File: src/rtl/spec_sched_pkg.sv
// Shared types for the spectral frame scheduler: FSM states, bank index, default sizes.
// Imported by the scheduler, its bank tracker and the bus interface.
package spec_sched_pkg;
    localparam int FFT_N_DEF  = 1024;
    localparam int ADDR_W_DEF = 10;

    typedef enum logic [1:0] {
        IDLE  = 2'd0,
        RUN   = 2'd1,
        DRAIN = 2'd2
    } sched_state_t;

    typedef logic bank_t;
endpackage

File: src/rtl/spec_frame_sched_if.sv
// Scheduler-facing signal bundle: writer handshake, separation engine, display port, RAM read port.
// master is the scheduler side, slave is the surrounding datapath.
interface spec_frame_sched_if import spec_sched_pkg::*; #(
    parameter int ADDR_W = ADDR_W_DEF,
    parameter int OVR_W  = 8
);
    logic              wr_frame_done;
    bank_t             wr_bank;
    logic              ifft_ready;
    logic              sep_enable;
    logic [ADDR_W-1:0] sep_addr;
    logic              sep_tlast;
    logic              disp_req;
    logic [ADDR_W-1:0] disp_addr;
    logic              disp_gnt;
    logic              disp_rvalid;
    logic [ADDR_W:0]   ram_rd_addr;
    logic              ram_rd_en;
    logic              busy;
    logic [OVR_W-1:0]  overrun_cnt;
    logic              tlast_err;

    modport master (
        input  wr_frame_done, ifft_ready, sep_addr, sep_tlast, disp_req, disp_addr,
        output wr_bank, sep_enable, disp_gnt, disp_rvalid, ram_rd_addr, ram_rd_en,
               busy, overrun_cnt, tlast_err
    );

    modport slave (
        output wr_frame_done, ifft_ready, sep_addr, sep_tlast, disp_req, disp_addr,
        input  wr_bank, sep_enable, disp_gnt, disp_rvalid, ram_rd_addr, ram_rd_en,
               busy, overrun_cnt, tlast_err
    );
endinterface

File: src/rtl/spec_bank_tracker.sv
// Ping-pong bank bookkeeping: full flags, writer bank and saturating overrun count.
// Updates on the edge after wr_frame_done/rel; a release is applied before the writer's decision.
module spec_bank_tracker import spec_sched_pkg::*; #(
    parameter int OVR_W = 8
) (
    input  logic             clk,
    input  logic             rst,
    input  logic             wr_frame_done,
    input  logic             lock,
    input  logic             rel,
    input  bank_t            rd_bank,
    output bank_t            wr_bank,
    output logic [1:0]       full,
    output logic [OVR_W-1:0] overrun_cnt
);
    logic [1:0] full_rel;
    bank_t      other;
    logic       toggle;

    always_comb begin
        full_rel = full;
        if (rel) full_rel[rd_bank] = 1'b0;
        other  = ~wr_bank;
        // The writer may move onto the other bank only if it holds no unread frame
        // and the reader is not on it, unless the reader gives it up this very cycle.
        toggle = (!full_rel[other] && !(lock && rd_bank == other)) ||
                 (rel && rd_bank == other);
    end

    always_ff @(posedge clk or posedge rst) begin
        if (rst) begin
            full        <= 2'b00;
            wr_bank     <= 1'b0;
            overrun_cnt <= '0;
        end else begin
            full <= full_rel;
            if (wr_frame_done) begin
                full[wr_bank] <= 1'b1;
                if (full_rel[wr_bank] && overrun_cnt != '1)
                    overrun_cnt <= overrun_cnt + OVR_W'(1);
                if (toggle)
                    wr_bank <= other;
            end
        end
    end
endmodule

File: src/rtl/spec_frame_sched.sv
// Frame scheduler: opens a FFT_N-cycle separation window on a full bank, waits for tlast, and
// lends the RAM read port to the display whenever no window is open (display data is best effort).
module spec_frame_sched import spec_sched_pkg::*; #(
    parameter int FFT_N    = FFT_N_DEF,
    parameter int ADDR_W   = ADDR_W_DEF,
    parameter int TLAST_TO = 16,
    parameter int OVR_W    = 8
) (
    input logic               clk,
    input logic               rst,
    spec_frame_sched_if.master bus
);
    localparam int CW = ADDR_W + 1;
    localparam logic [CW-1:0] CNT_LAST = CW'(FFT_N - 1);
    localparam logic [CW-1:0] TO_LAST  = CW'(TLAST_TO - 1);

    sched_state_t    state;
    logic [CW-1:0]   cnt;
    logic [CW-1:0]   to;
    bank_t           rd_bank;
    bank_t           last_bank;
    bank_t           wr_bank;
    logic [1:0]      full;
    logic            sep_en_q;
    logic            busy_q;
    logic            tlast_err_q;
    logic            rvalid_q;
    logic            rel;
    logic            gnt;
    logic [ADDR_W:0] rd_addr;
    logic            rd_en;

    assign rel = (state == DRAIN) && (bus.sep_tlast || to == TO_LAST);
    assign gnt = bus.disp_req && (state != RUN) && !rst;

    spec_bank_tracker #(.OVR_W(OVR_W)) u_banks (
        .clk          (clk),
        .rst          (rst),
        .wr_frame_done(bus.wr_frame_done),
        .lock         (state != IDLE),
        .rel          (rel),
        .rd_bank      (rd_bank),
        .wr_bank      (wr_bank),
        .full         (full),
        .overrun_cnt  (bus.overrun_cnt)
    );

    always_ff @(posedge clk or posedge rst) begin
        if (rst) begin
            state       <= IDLE;
            cnt         <= '0;
            to          <= '0;
            rd_bank     <= 1'b0;
            last_bank   <= 1'b0;
            sep_en_q    <= 1'b0;
            busy_q      <= 1'b0;
            tlast_err_q <= 1'b0;
            rvalid_q    <= 1'b0;
        end else begin
            rvalid_q <= gnt;
            case (state)
                IDLE: begin
                    if (full[~wr_bank] && bus.ifft_ready) begin
                        state    <= RUN;
                        rd_bank  <= ~wr_bank;
                        cnt      <= '0;
                        sep_en_q <= 1'b1;
                        busy_q   <= 1'b1;
                    end
                end
                RUN: begin
                    cnt <= cnt + CW'(1);
                    if (cnt == CNT_LAST) begin
                        state    <= DRAIN;
                        to       <= '0;
                        sep_en_q <= 1'b0;
                    end
                end
                DRAIN: begin
                    to <= to + CW'(1);
                    if (rel) begin
                        state     <= IDLE;
                        last_bank <= rd_bank;
                        busy_q    <= 1'b0;
                        if (!bus.sep_tlast) tlast_err_q <= 1'b1;
                    end
                end
                default: state <= IDLE;
            endcase
        end
    end

    // The separator owns the read port for the whole window; the display only gets leftovers.
    always_comb begin
        rd_addr = {last_bank, bus.disp_addr};
        rd_en   = gnt;
        if (state == RUN) begin
            rd_addr = {rd_bank, bus.sep_addr};
            rd_en   = 1'b1;
        end
    end

    assign bus.wr_bank     = wr_bank;
    assign bus.sep_enable  = sep_en_q;
    assign bus.busy        = busy_q;
    assign bus.tlast_err   = tlast_err_q;
    assign bus.disp_gnt    = gnt;
    assign bus.disp_rvalid = rvalid_q;
    assign bus.ram_rd_addr = rd_addr;
    assign bus.ram_rd_en   = rd_en;
endmodule

File: src/flat_wrapper.sv
// flat-port wrapper written by rule: the top's interface ports become plain ports
module spec_frame_sched_flat import spec_sched_pkg::*;
#(
    parameter int FFT_N    = FFT_N_DEF,
    parameter int ADDR_W   = ADDR_W_DEF,
    parameter int TLAST_TO = 16,
    parameter int OVR_W    = 8
)
  (clk, rst, bus_wr_frame_done, bus_ifft_ready, bus_sep_addr, bus_sep_tlast, bus_disp_req, bus_disp_addr, bus_wr_bank, bus_sep_enable, bus_disp_gnt, bus_disp_rvalid, bus_ram_rd_addr, bus_ram_rd_en, bus_busy, bus_overrun_cnt, bus_tlast_err);
  spec_frame_sched_if #(.ADDR_W(ADDR_W), .OVR_W(OVR_W)) bus_i ();
  input logic clk;
  input logic rst;
  input wire logic [$bits(bus_i.wr_frame_done)-1:0] bus_wr_frame_done;
  input wire logic [$bits(bus_i.ifft_ready)-1:0] bus_ifft_ready;
  input wire logic [$bits(bus_i.sep_addr)-1:0] bus_sep_addr;
  input wire logic [$bits(bus_i.sep_tlast)-1:0] bus_sep_tlast;
  input wire logic [$bits(bus_i.disp_req)-1:0] bus_disp_req;
  input wire logic [$bits(bus_i.disp_addr)-1:0] bus_disp_addr;
  output wire logic [$bits(bus_i.wr_bank)-1:0] bus_wr_bank;
  output wire logic [$bits(bus_i.sep_enable)-1:0] bus_sep_enable;
  output wire logic [$bits(bus_i.disp_gnt)-1:0] bus_disp_gnt;
  output wire logic [$bits(bus_i.disp_rvalid)-1:0] bus_disp_rvalid;
  output wire logic [$bits(bus_i.ram_rd_addr)-1:0] bus_ram_rd_addr;
  output wire logic [$bits(bus_i.ram_rd_en)-1:0] bus_ram_rd_en;
  output wire logic [$bits(bus_i.busy)-1:0] bus_busy;
  output wire logic [$bits(bus_i.overrun_cnt)-1:0] bus_overrun_cnt;
  output wire logic [$bits(bus_i.tlast_err)-1:0] bus_tlast_err;
  assign bus_i.wr_frame_done = bus_wr_frame_done;
  assign bus_i.ifft_ready = bus_ifft_ready;
  assign bus_i.sep_addr = bus_sep_addr;
  assign bus_i.sep_tlast = bus_sep_tlast;
  assign bus_i.disp_req = bus_disp_req;
  assign bus_i.disp_addr = bus_disp_addr;
  assign bus_wr_bank = bus_i.wr_bank;
  assign bus_sep_enable = bus_i.sep_enable;
  assign bus_disp_gnt = bus_i.disp_gnt;
  assign bus_disp_rvalid = bus_i.disp_rvalid;
  assign bus_ram_rd_addr = bus_i.ram_rd_addr;
  assign bus_ram_rd_en = bus_i.ram_rd_en;
  assign bus_busy = bus_i.busy;
  assign bus_overrun_cnt = bus_i.overrun_cnt;
  assign bus_tlast_err = bus_i.tlast_err;
  spec_frame_sched #(.FFT_N(FFT_N), .ADDR_W(ADDR_W), .TLAST_TO(TLAST_TO), .OVR_W(OVR_W)) u_core (.clk(clk), .rst(rst), .bus(bus_i));
endmodule
File: config.mk
export PLATFORM = sky130hd
export DESIGN_NAME = spec_frame_sched_flat
export DESIGN_NICKNAME = d
export VERILOG_FILES = /design/src/rtl/spec_sched_pkg.sv /design/src/rtl/spec_frame_sched_if.sv /design/src/rtl/spec_bank_tracker.sv /design/src/rtl/spec_frame_sched.sv /design/src/flat_wrapper.sv
export SDC_FILE = /design/constraint.sdc
export NUM_CORES = 1
export LEC_CHECK = 0
export CAP_MARGIN = 20
export CORE_MARGIN = 8
export CORE_UTILIZATION = 53
export DETAILED_ROUTE_END_ITERATION = 16
export PLACE_DENSITY = 0.86
export SETUP_SLACK_MARGIN = 0.5
export SYNTH_ARGS = -nofsm -noshare
export SYNTH_HDL_FRONTEND = slang
export SYNTH_SLANG_ARGS = --single-unit
File: constraint.sdc
create_clock -name clk -period 4.65 [get_ports clk]
set_clock_uncertainty 0.2 [all_clocks]
set_input_delay 0.93 -clock clk [delete_from_list [all_inputs] [get_ports clk]]
set_output_delay 0.93 -clock clk [all_outputs]
set_load 0.1 [all_outputs]
==> results by group, run 1 <==
Placed design
  • IO Port Bufs: 51
  • GPL Wtd Cong: 0.848
  • Post-detail-place hpwl: 3780 um
  • Pre-CTS setup slack: 1.63 ns

GRT
  • Vias in the first global route: between 2,000 and 2,500
  • Largest net degree at the start of global routing: 42
  • Global-route wire length before repair: just under 9000 um
  • Initial antenna violation count: 0
  • Total global routing overflow: 0
  • Gr usage total: 16.8%

Pwr
  • Leak: around 0.0013 uW
  • Max IR drop VDD: 446 uV
  • Internal cell power: 841 uW
  • Switching power: 922 uW
  • PD cells: between 600 and 700 nW/um^2
  • Clock power frac: 16.9%
  • Sw Share: 52.3%
  • Part of the power in registers: 29.4%
  • Combinational power share: 53.6%

Detailed routing
  • DR DRC count: 0
  • DRT iter0 DRCs: 78
  • Vias per cell: between 5 and 6
  • DR pass1 iterations: 4
  • Routed wire length: 5280 um
  • Via count: a little over 2,000
  • Routed len/inst: between 10 and 15 um
  • ANT nets after route: 0

Timing
  • Tmin final: 3.21 ns
  • Least-Margin Pin Slew: just under 1 ns
  • Setup ws final: 1.44 ns
  • Hold Fails Final Rpt: 0
  • Max Freq: 0.312 GHz
  • Final period utilization: between 60 and 70%
  • RSZ-0062 raised after global routing: false
  • Final setup fails: 0
  • Max Slew Vio Count: 0
  • Worst rel slew slack: around a third
  • TNS Setup: 0 ns

Worst setup path
  • Kind of critical path: flip-flop to primary output
  • Worst endpoint data arrival time: 2.08 ns
  • Cell Chain, Critical Path: nand2b_1 -> nand2_1 -> o21ai_1 -> buf_4
  • CP Launch Type: flip-flop
  • CP required: 3.52 ns
  • CP max-delay cell: nand2b_1
  • Bufs and invs on worst path: 1
  • Slowest stage delay, CP: 0.71 ns
  • Setup crit end kind: primary output
  • Crit Path Max Fanout: 24
  • CP top delay family: simple AND/OR/NAND/NOR gates

Logic synthesis
  • Netlist Area Pre-Place: 2210 sq um
  • Largest family of logic cells by synthesized area: simple AND/OR/NAND/NOR gates
  • Post-synth top flop: dfrtp_1
  • Complex-gate fraction of the synthesized area: approximately 16%
  • Simple-Gate Fraction of Synth Area: 28.7%
  • Unique cell type count in the Yosys netlist: 43
  • Adder-cell share of the synthesized area: between 1.5 and 2%
  • Top post-synthesis cells by area: dfrtp_1 46%, nand2_1 11%, o21ai_0 5.9%
  • Post-Synth XOR/XNOR Area: around 3.2%
  • Syn_nets: 290
  • Multiplexer area fraction after synthesis: 1.13%
  • Area leader, netlist: dfrtp_1
  • Post-synthesis register bit count: 41
  • Post-synth ARST share: 100%
  • Synth warnings: 0
  • Cell count after synthesis: 261
  • Sequential-to-total area share from yosys stat: between 40% and 50%
  • Number of synthesized flops with an enable pin: 0
  • Syn avg cell area: 8.49 sq um
  • Area share of the largest cell type after synthesis: 46.3%

Clock tree
  • Max clock buf depth: 2
  • CTS tree: done
  • CTS H-tree lvls: 2
  • Worst-Skew Late Latency: around 0.30 ns
  • Hold buffers post-CTS: 0
  • Reg clk slew, reported paths: 0.08 ns
  • Post-CTS setup buffer count: 0
  • Clock sinks: 41
  • CTS buffer count: 5
  • Clk root buf: clkbuf_8
  • Resized cells post-CTS: 0

Min path
  • Hold WC Path Type: flip-flop to flip-flop

Floorplanning
  • Die Y-Extent: 80.6 um
  • Initial core utilization: 55.4%
  • Row cnt: 23
  • Die area: 6500 sq um
  • Die width: ~81 um
  • Ports: 52
  • CORE AREA: 4000 sq um

Flow run
  • Max-cap viol count: 0

Run status
  • Outcome: finished, final reports clean

Layout
  • Nets: 340
  • Layout overhead on the synthesized area: 29.8%
  • Layout cells sized above 1: about a tenth
  • Antenna Cells: 0
path summary, 6_finish.rpt:
check | startpoint | endpoint | slack, ns | cells after the start
max in group asynchronous | rst | u_core.last_bank$_DFFE_PP0P_ | 3.00 | 3
worst max-delay path | u_core.state[1]$_DFFE_PP0P_ | bus_ram_rd_addr[10] | 1.44 | 4
worst min-delay path | u_core.bus.sep_enable$_DFFE_PP0P_ | u_core.bus.sep_enable$_DFFE_PP0P_ | 0.28 | 1
worst min register to register | u_core.bus.sep_enable$_DFFE_PP0P_ | u_core.bus.sep_enable$_DFFE_PP0P_ | 0.28 | 1
min in group asynchronous | rst | u_core.cnt[2]$_DFFE_PP0P_ | 0.89 | 3
worst max register to register | u_core.state[1]$_DFFE_PP0P_ | u_core.to[8]$_DFFE_PP0P_ | 2.32 | 5
placed cells by master (no fill, tap or decap), types with 2 or more instances in the layout:
| cell | netlist | routed |
|---|---|---|
| nand3b_1 | 2 | 2 |
| nand2_1 | 65 | 65 |
| buf_12 | 0 | 2 |
| o41ai_1 | 2 | 2 |
| clkdlybuf4s50_1 | 0 | 38 |
| nor4_1 | 4 | 4 |
| nand4_1 | 6 | 6 |
| nand3_1 | 13 | 13 |
| ha_1 | 3 | 3 |
| a21oi_1 | 8 | 8 |
| a21o_1 | 3 | 3 |
| clkbuf_8 | 0 | 6 |
| nor2_1 | 19 | 18 |
| xor2_1 | 8 | 8 |
| nor3_1 | 5 | 5 |
| dfrtp_1 | 41 | 41 |
| a31oi_1 | 8 | 8 |
| buf_4 | 0 | 13 |
| inv_1 | 4 | 4 |
| nor2_2 | 1 | 2 |
| o21ai_1 | 3 | 4 |
| nand2b_1 | 5 | 5 |
| o21ai_0 | 26 | 25 |
| and3_1 | 5 | 5 |
metal layers:
layer | track usage [%] | wire length [um]
met1 | 18.1 | 2340
met2 | 28.1 | 2470
met3 | 7.48 | 400
met4 | 6.36 | 62
met5 | 0 | 0
synth_stat cells, types with 2 or more instances:
master,instances
ha_1,3
nand3_1,13
nand2_1,65
nor2_1,19
a21o_1,3
inv_1,4
nand4_1,6
o41ai_1,2
a21oi_1,8
o21ai_0,26
nor3_1,5
dfrtp_1,41
nand2b_1,5
o21ai_1,3
nor4_1,4
a31oi_1,8
nand3b_1,2
xor2_1,8
and3_1,5
buf_2,2
clkbuf_1,7
worst reg2reg max path: stages, from the launching register on:
cell	delay (ns)
dfrtp_1	0.50
nand2b_1	0.71
nor2_1	0.18
a21oi_2	0.39
o21ai_0	0.16
o31ai_1	0.08
power by group through the flow:
stage | clock network [uW] | logic, uW | registers [uW]
2_1_floorplan | 0 | 505 | 741
3_3_place_gp | 0 | 936 | 519
3_5_place_dp | 0 | 949 | 524
4_1_cts | 303 | 954 | 517
5_1_grt | 319 | 1000 | 533
6_report | 298 | 946 | 519
cell families after synthesis:
group	count (synthesis)
buffers and inverters	14
XOR/XNOR	8
adder cells (fa/ha/maj)	3
multiplexers	2
AND/OR/NAND/NOR	133
AO/OA/AOI/OAI	60
flip-flops	41
registers in the layout, summed over array words and instances (netlist names):
name	cells
u_core.last_bank	1
u_core.cnt	11
u_core.bus.disp_rvalid	1
u_core.rd_bank	1
u_core.bus.tlast_err	1
u_core.bus.sep_enable	1
u_core.to	11
u_core.u_banks.wr_bank	1
u_core.u_banks.overrun_cnt	8
u_core.bus.busy	1
u_core.state	2
u_core.u_banks.full	2
final cells by class:
cell class / count / area (sq um)
Multi-Input combinational cell: 206 / 1140
Fill cell: 326 / 1130
Sequential cell: 41 / 1030
Timing Repair Buffer: 53 / 518
Clock buffer: 7 / 86.3
Tap cell: 50 / 62.6
Clock inverter: 1 / 30.0
Inverter: 4 / 15.0
through the flow:
| stage | instances | total power (uW) | hold slack, ns | instance area [sq um] | util, % |
|---|---|---|---|---|---|
| after floorplan | 261 | 1250 | 0.238 | 2220 | - |
| after CTS | 362 | 1770 | 0.282 | 2870 | 71.8 |
| after global routing | 362 | 1850 | 0.295 | 2870 | 71.8 |
| after global placement | 354 | 1460 | 0.261 | 2760 | 68.9 |
| final | 362 | 1760 | 0.282 | 2870 | 71.8 |
| after detailed placement | 354 | 1470 | 0.262 | 2760 | 68.9 |
No activity file was read; power rests on OpenSTA's default activity.
==> run 2, diff against run 1 <==
--- a/config.mk
+++ b/config.mk
@@ -7,9 +7,9 @@
 export LEC_CHECK = 0
 export CAP_MARGIN = 20
 export CORE_MARGIN = 8
-export CORE_UTILIZATION = 53
+export CORE_UTILIZATION = 50
 export DETAILED_ROUTE_END_ITERATION = 16
-export PLACE_DENSITY = 0.86
+export PLACE_DENSITY = 0.82
 export SETUP_SLACK_MARGIN = 0.5
 export SYNTH_ARGS = -nofsm -noshare
 export SYNTH_HDL_FRONTEND = slang
==> constraint.sdc (replaced) <==
create_clock -name clk -period 3.3 [get_ports clk]
set_clock_uncertainty 0.2 [all_clocks]
set_input_delay 0.66 -clock clk [delete_from_list [all_inputs] [get_ports clk]]
set_output_delay 0.66 -clock clk [all_outputs]
set_load 0.1 [all_outputs]
==> results by group, run 2 (synthesized netlist as in run 1, its figures left out) <==
GRT
  • Vias in the first global route: 2,110 (+4.4%)
  • Gr usage total: 18.1% (+1.3 points)
  • Global-route wire length before repair: 9830 um (+12%)
  • Initial antenna violation count: 0 (unchanged)
  • Largest net degree at the start of global routing: 42 (unchanged)
  • Total global routing overflow: 0 (unchanged)

Placed design
  • Post-detail-place hpwl: 4010 um (+6.1%)
  • DP Cell Count: 357 (+0.85%)
  • GPL Wtd Cong: 0.824 (-2.8%)
  • IO Port Bufs: 51 (unchanged)
  • Placed cell areas: 2880 sq um (+4.4%)

Clock tree
  • Reg clk slew, reported paths: 0.08 ns (about the same)
  • Clock sinks: 41 (unchanged)
  • Max clock buf depth: 2 (unchanged)
  • CTS H-tree lvls: 2 (unchanged)
  • Worst-Skew Late Latency: 0.29 ns (about the same)
  • Clk root buf: clkbuf_8
  • CTS tree: done
  • CTS buffer count: 5 (unchanged)
  • Post-CTS setup buffer count: 0 (unchanged)

Floorplanning
  • Die area: 6810 sq um (+4.8%)
  • Die width: 82.6 um (+2.4%)
  • Ports: 52 (unchanged)
  • Row cnt: 24 (+4.3%)
  • CORE AREA: 4320 sq um (+8.1%)
  • Initial core utilization: 51.2% (-4.1 points)
  • Die Y-Extent: 82.6 um (+2.4%)

Flow run
  • Max-cap viol count: 0 (unchanged)

Layout
  • Antenna Cells: 0 (unchanged)
  • Layout overhead on the synthesized area: 34.7%
  • Commonest non-fill, non-tap cells in the layout: 65 x nand2_1, 41 x dfrtp_1, 25 x o21ai_0, 25 x clkdlybuf4s50_1, 18 x nor2_1
  • Most common cell after layout, fill and taps aside: nand2_1
  • Layout cells sized above 1: 16.0% (+5.7 points)
  • Nets: 341 (+0.29%)
  • Fin cells: 365 (+0.83%)
  • Fin area: 2980 sq um (+3.8%)
  • Biggest regs: u_core.cnt x11, u_core.to x11, u_core.u_banks.overrun_cnt x8

Detailed routing
  • Vias per cell: 5.78 (+1.4%)
  • DRT iter0 DRCs: 132 (+69%)
  • DR pass1 iterations: 4 (unchanged)
  • DR DRC count: 0 (unchanged)
  • ANT nets after route: 0 (unchanged)
  • Via count: 2,109 (+2.3%)
  • Routed wire length: 5640 um (+6.9%)
  • Routed len/inst: 15.5 um (+6.0%)

Worst setup path
  • Cell Chain, Critical Path: nand2b_2 -> nand2_1 -> o21ai_2 -> buf_12
  • CP required: 2.44 ns (-1.08 ns)
  • CP Launch Type: flip-flop
  • Slowest stage delay, CP: 0.51 ns (-0.20 ns)
  • Crit Path Max Fanout: 24 (unchanged)
  • Worst endpoint data arrival time: 1.72 ns (-0.36 ns)
  • CP max-delay cell: dfrtp_1
  • Setup crit end kind: primary output
  • Kind of critical path: flip-flop to primary output

Timing
  • Final period utilization: roughly four fifths
  • Worst rel slew slack: 62.4% (+28 points)
  • RSZ-0062 raised after global routing: false
  • Hold Fails Final Rpt: 0 (unchanged)
  • TNS Setup: 0 ns (unchanged)
  • Tmin final: 2.58 ns
  • Least-Margin Pin Slew: 0.565 ns (-0.423 ns)
  • Hold Slack: 0.279 ns (-0.00359 ns)
  • Max Slew Vio Count: 0 (unchanged)
  • Max Freq: between 0.3 and 0.4 GHz
  • Final setup fails: 0 (unchanged)

Pwr
  • PD cells: 858 nW/um^2 (+40%)
  • Total Power: 2560 uW (+45%)
  • Leak: 0.00134 uW (+4.8%)
  • Max IR drop VDD: 550 uV (+23%)

Run status
  • Outcome: finished, final reports clean

Min path
  • Hold WC Path Type: flip-flop to flip-flop
[run 2: metal layers]
metal | part of all wire, % | track usage (%) | vias up | routed length [um]
met2 | 48 | 29.8 | 61 | 2730
li1 | - | - | 1015 | -
met4 | 1.5 | 6.55 | 0 | 87
met1 | 41 | 19.9 | 1023 | 2330
met5 | 0 | 0 | - | 0
met3 | 8.9 | 8.55 | 10 | 501
[run 2: worst max-delay path: cells and delay by family (launching register included)]
kind	cells	cell delay, ns
buf+inv	1	0.20
compound gates	1	0.10
flops	1	0.51
simple gates	2	0.61
[run 2: final timing paths]
path / depth (start not counted) / from / endpoint / slack, ns
hold reg to reg: 1 / u_core.cnt[7]$_DFFE_PP0P_ / u_core.cnt[7]$_DFFE_PP0P_ / 0.28
max in group asynchronous: 3 / rst / u_core.cnt[2]$_DFFE_PP0P_ / 1.85
setup reg to reg: 5 / u_core.state[1]$_DFFE_PP0P_ / u_core.u_banks.overrun_cnt[1]$_DFFE_PP0P_ / 1.01
setup / recovery: 4 / u_core.state[1]$_DFFE_PP0P_ / bus_ram_rd_addr[10] / 0.72
min in group asynchronous: 3 / rst / u_core.to[1]$_DFFE_PP0P_ / 0.70
hold / removal: 1 / u_core.cnt[7]$_DFFE_PP0P_ / u_core.cnt[7]$_DFFE_PP0P_ / 0.28
[run 2: report_power, final]
part | switching [uW] | internal [uW]
Combinational | 1020 | 435
Sequential | 140 | 598
Clock | 176 | 189
Total | 1340 | 1220
[run 2: through the flow]
| stage | util, % | worst slack [ns] |
|---|---|---|
| floorplan | - | 0.341 |
| global placement | 66.6 | 0.705 |
| detailed placement | 66.6 | 0.697 |
| CTS | 69.0 | 0.721 |
| global route | 69.0 | 0.566 |
| finish | 69.0 | 0.721 |
[run 2: layout make-up]
| class | instances | area (sq um) |
|---|---|---|
| clock inverters | 1 | 5.00 |
| repair buffers | 54 | 631 |
| flip-flops and latches | 41 | 1030 |
| well taps | 52 | 65.1 |
| inverters | 4 | 18.8 |
| multi-input cells | 206 | 1140 |
| clock buffers | 7 | 96.3 |
| fillers | 353 | 1340 |
[run 2: what timing repair did]
action / in CTS / in global routing
endpoints found under the setup margin: 12 / 0
hold buffers: 0 / 0
resized for setup: 1 / 0
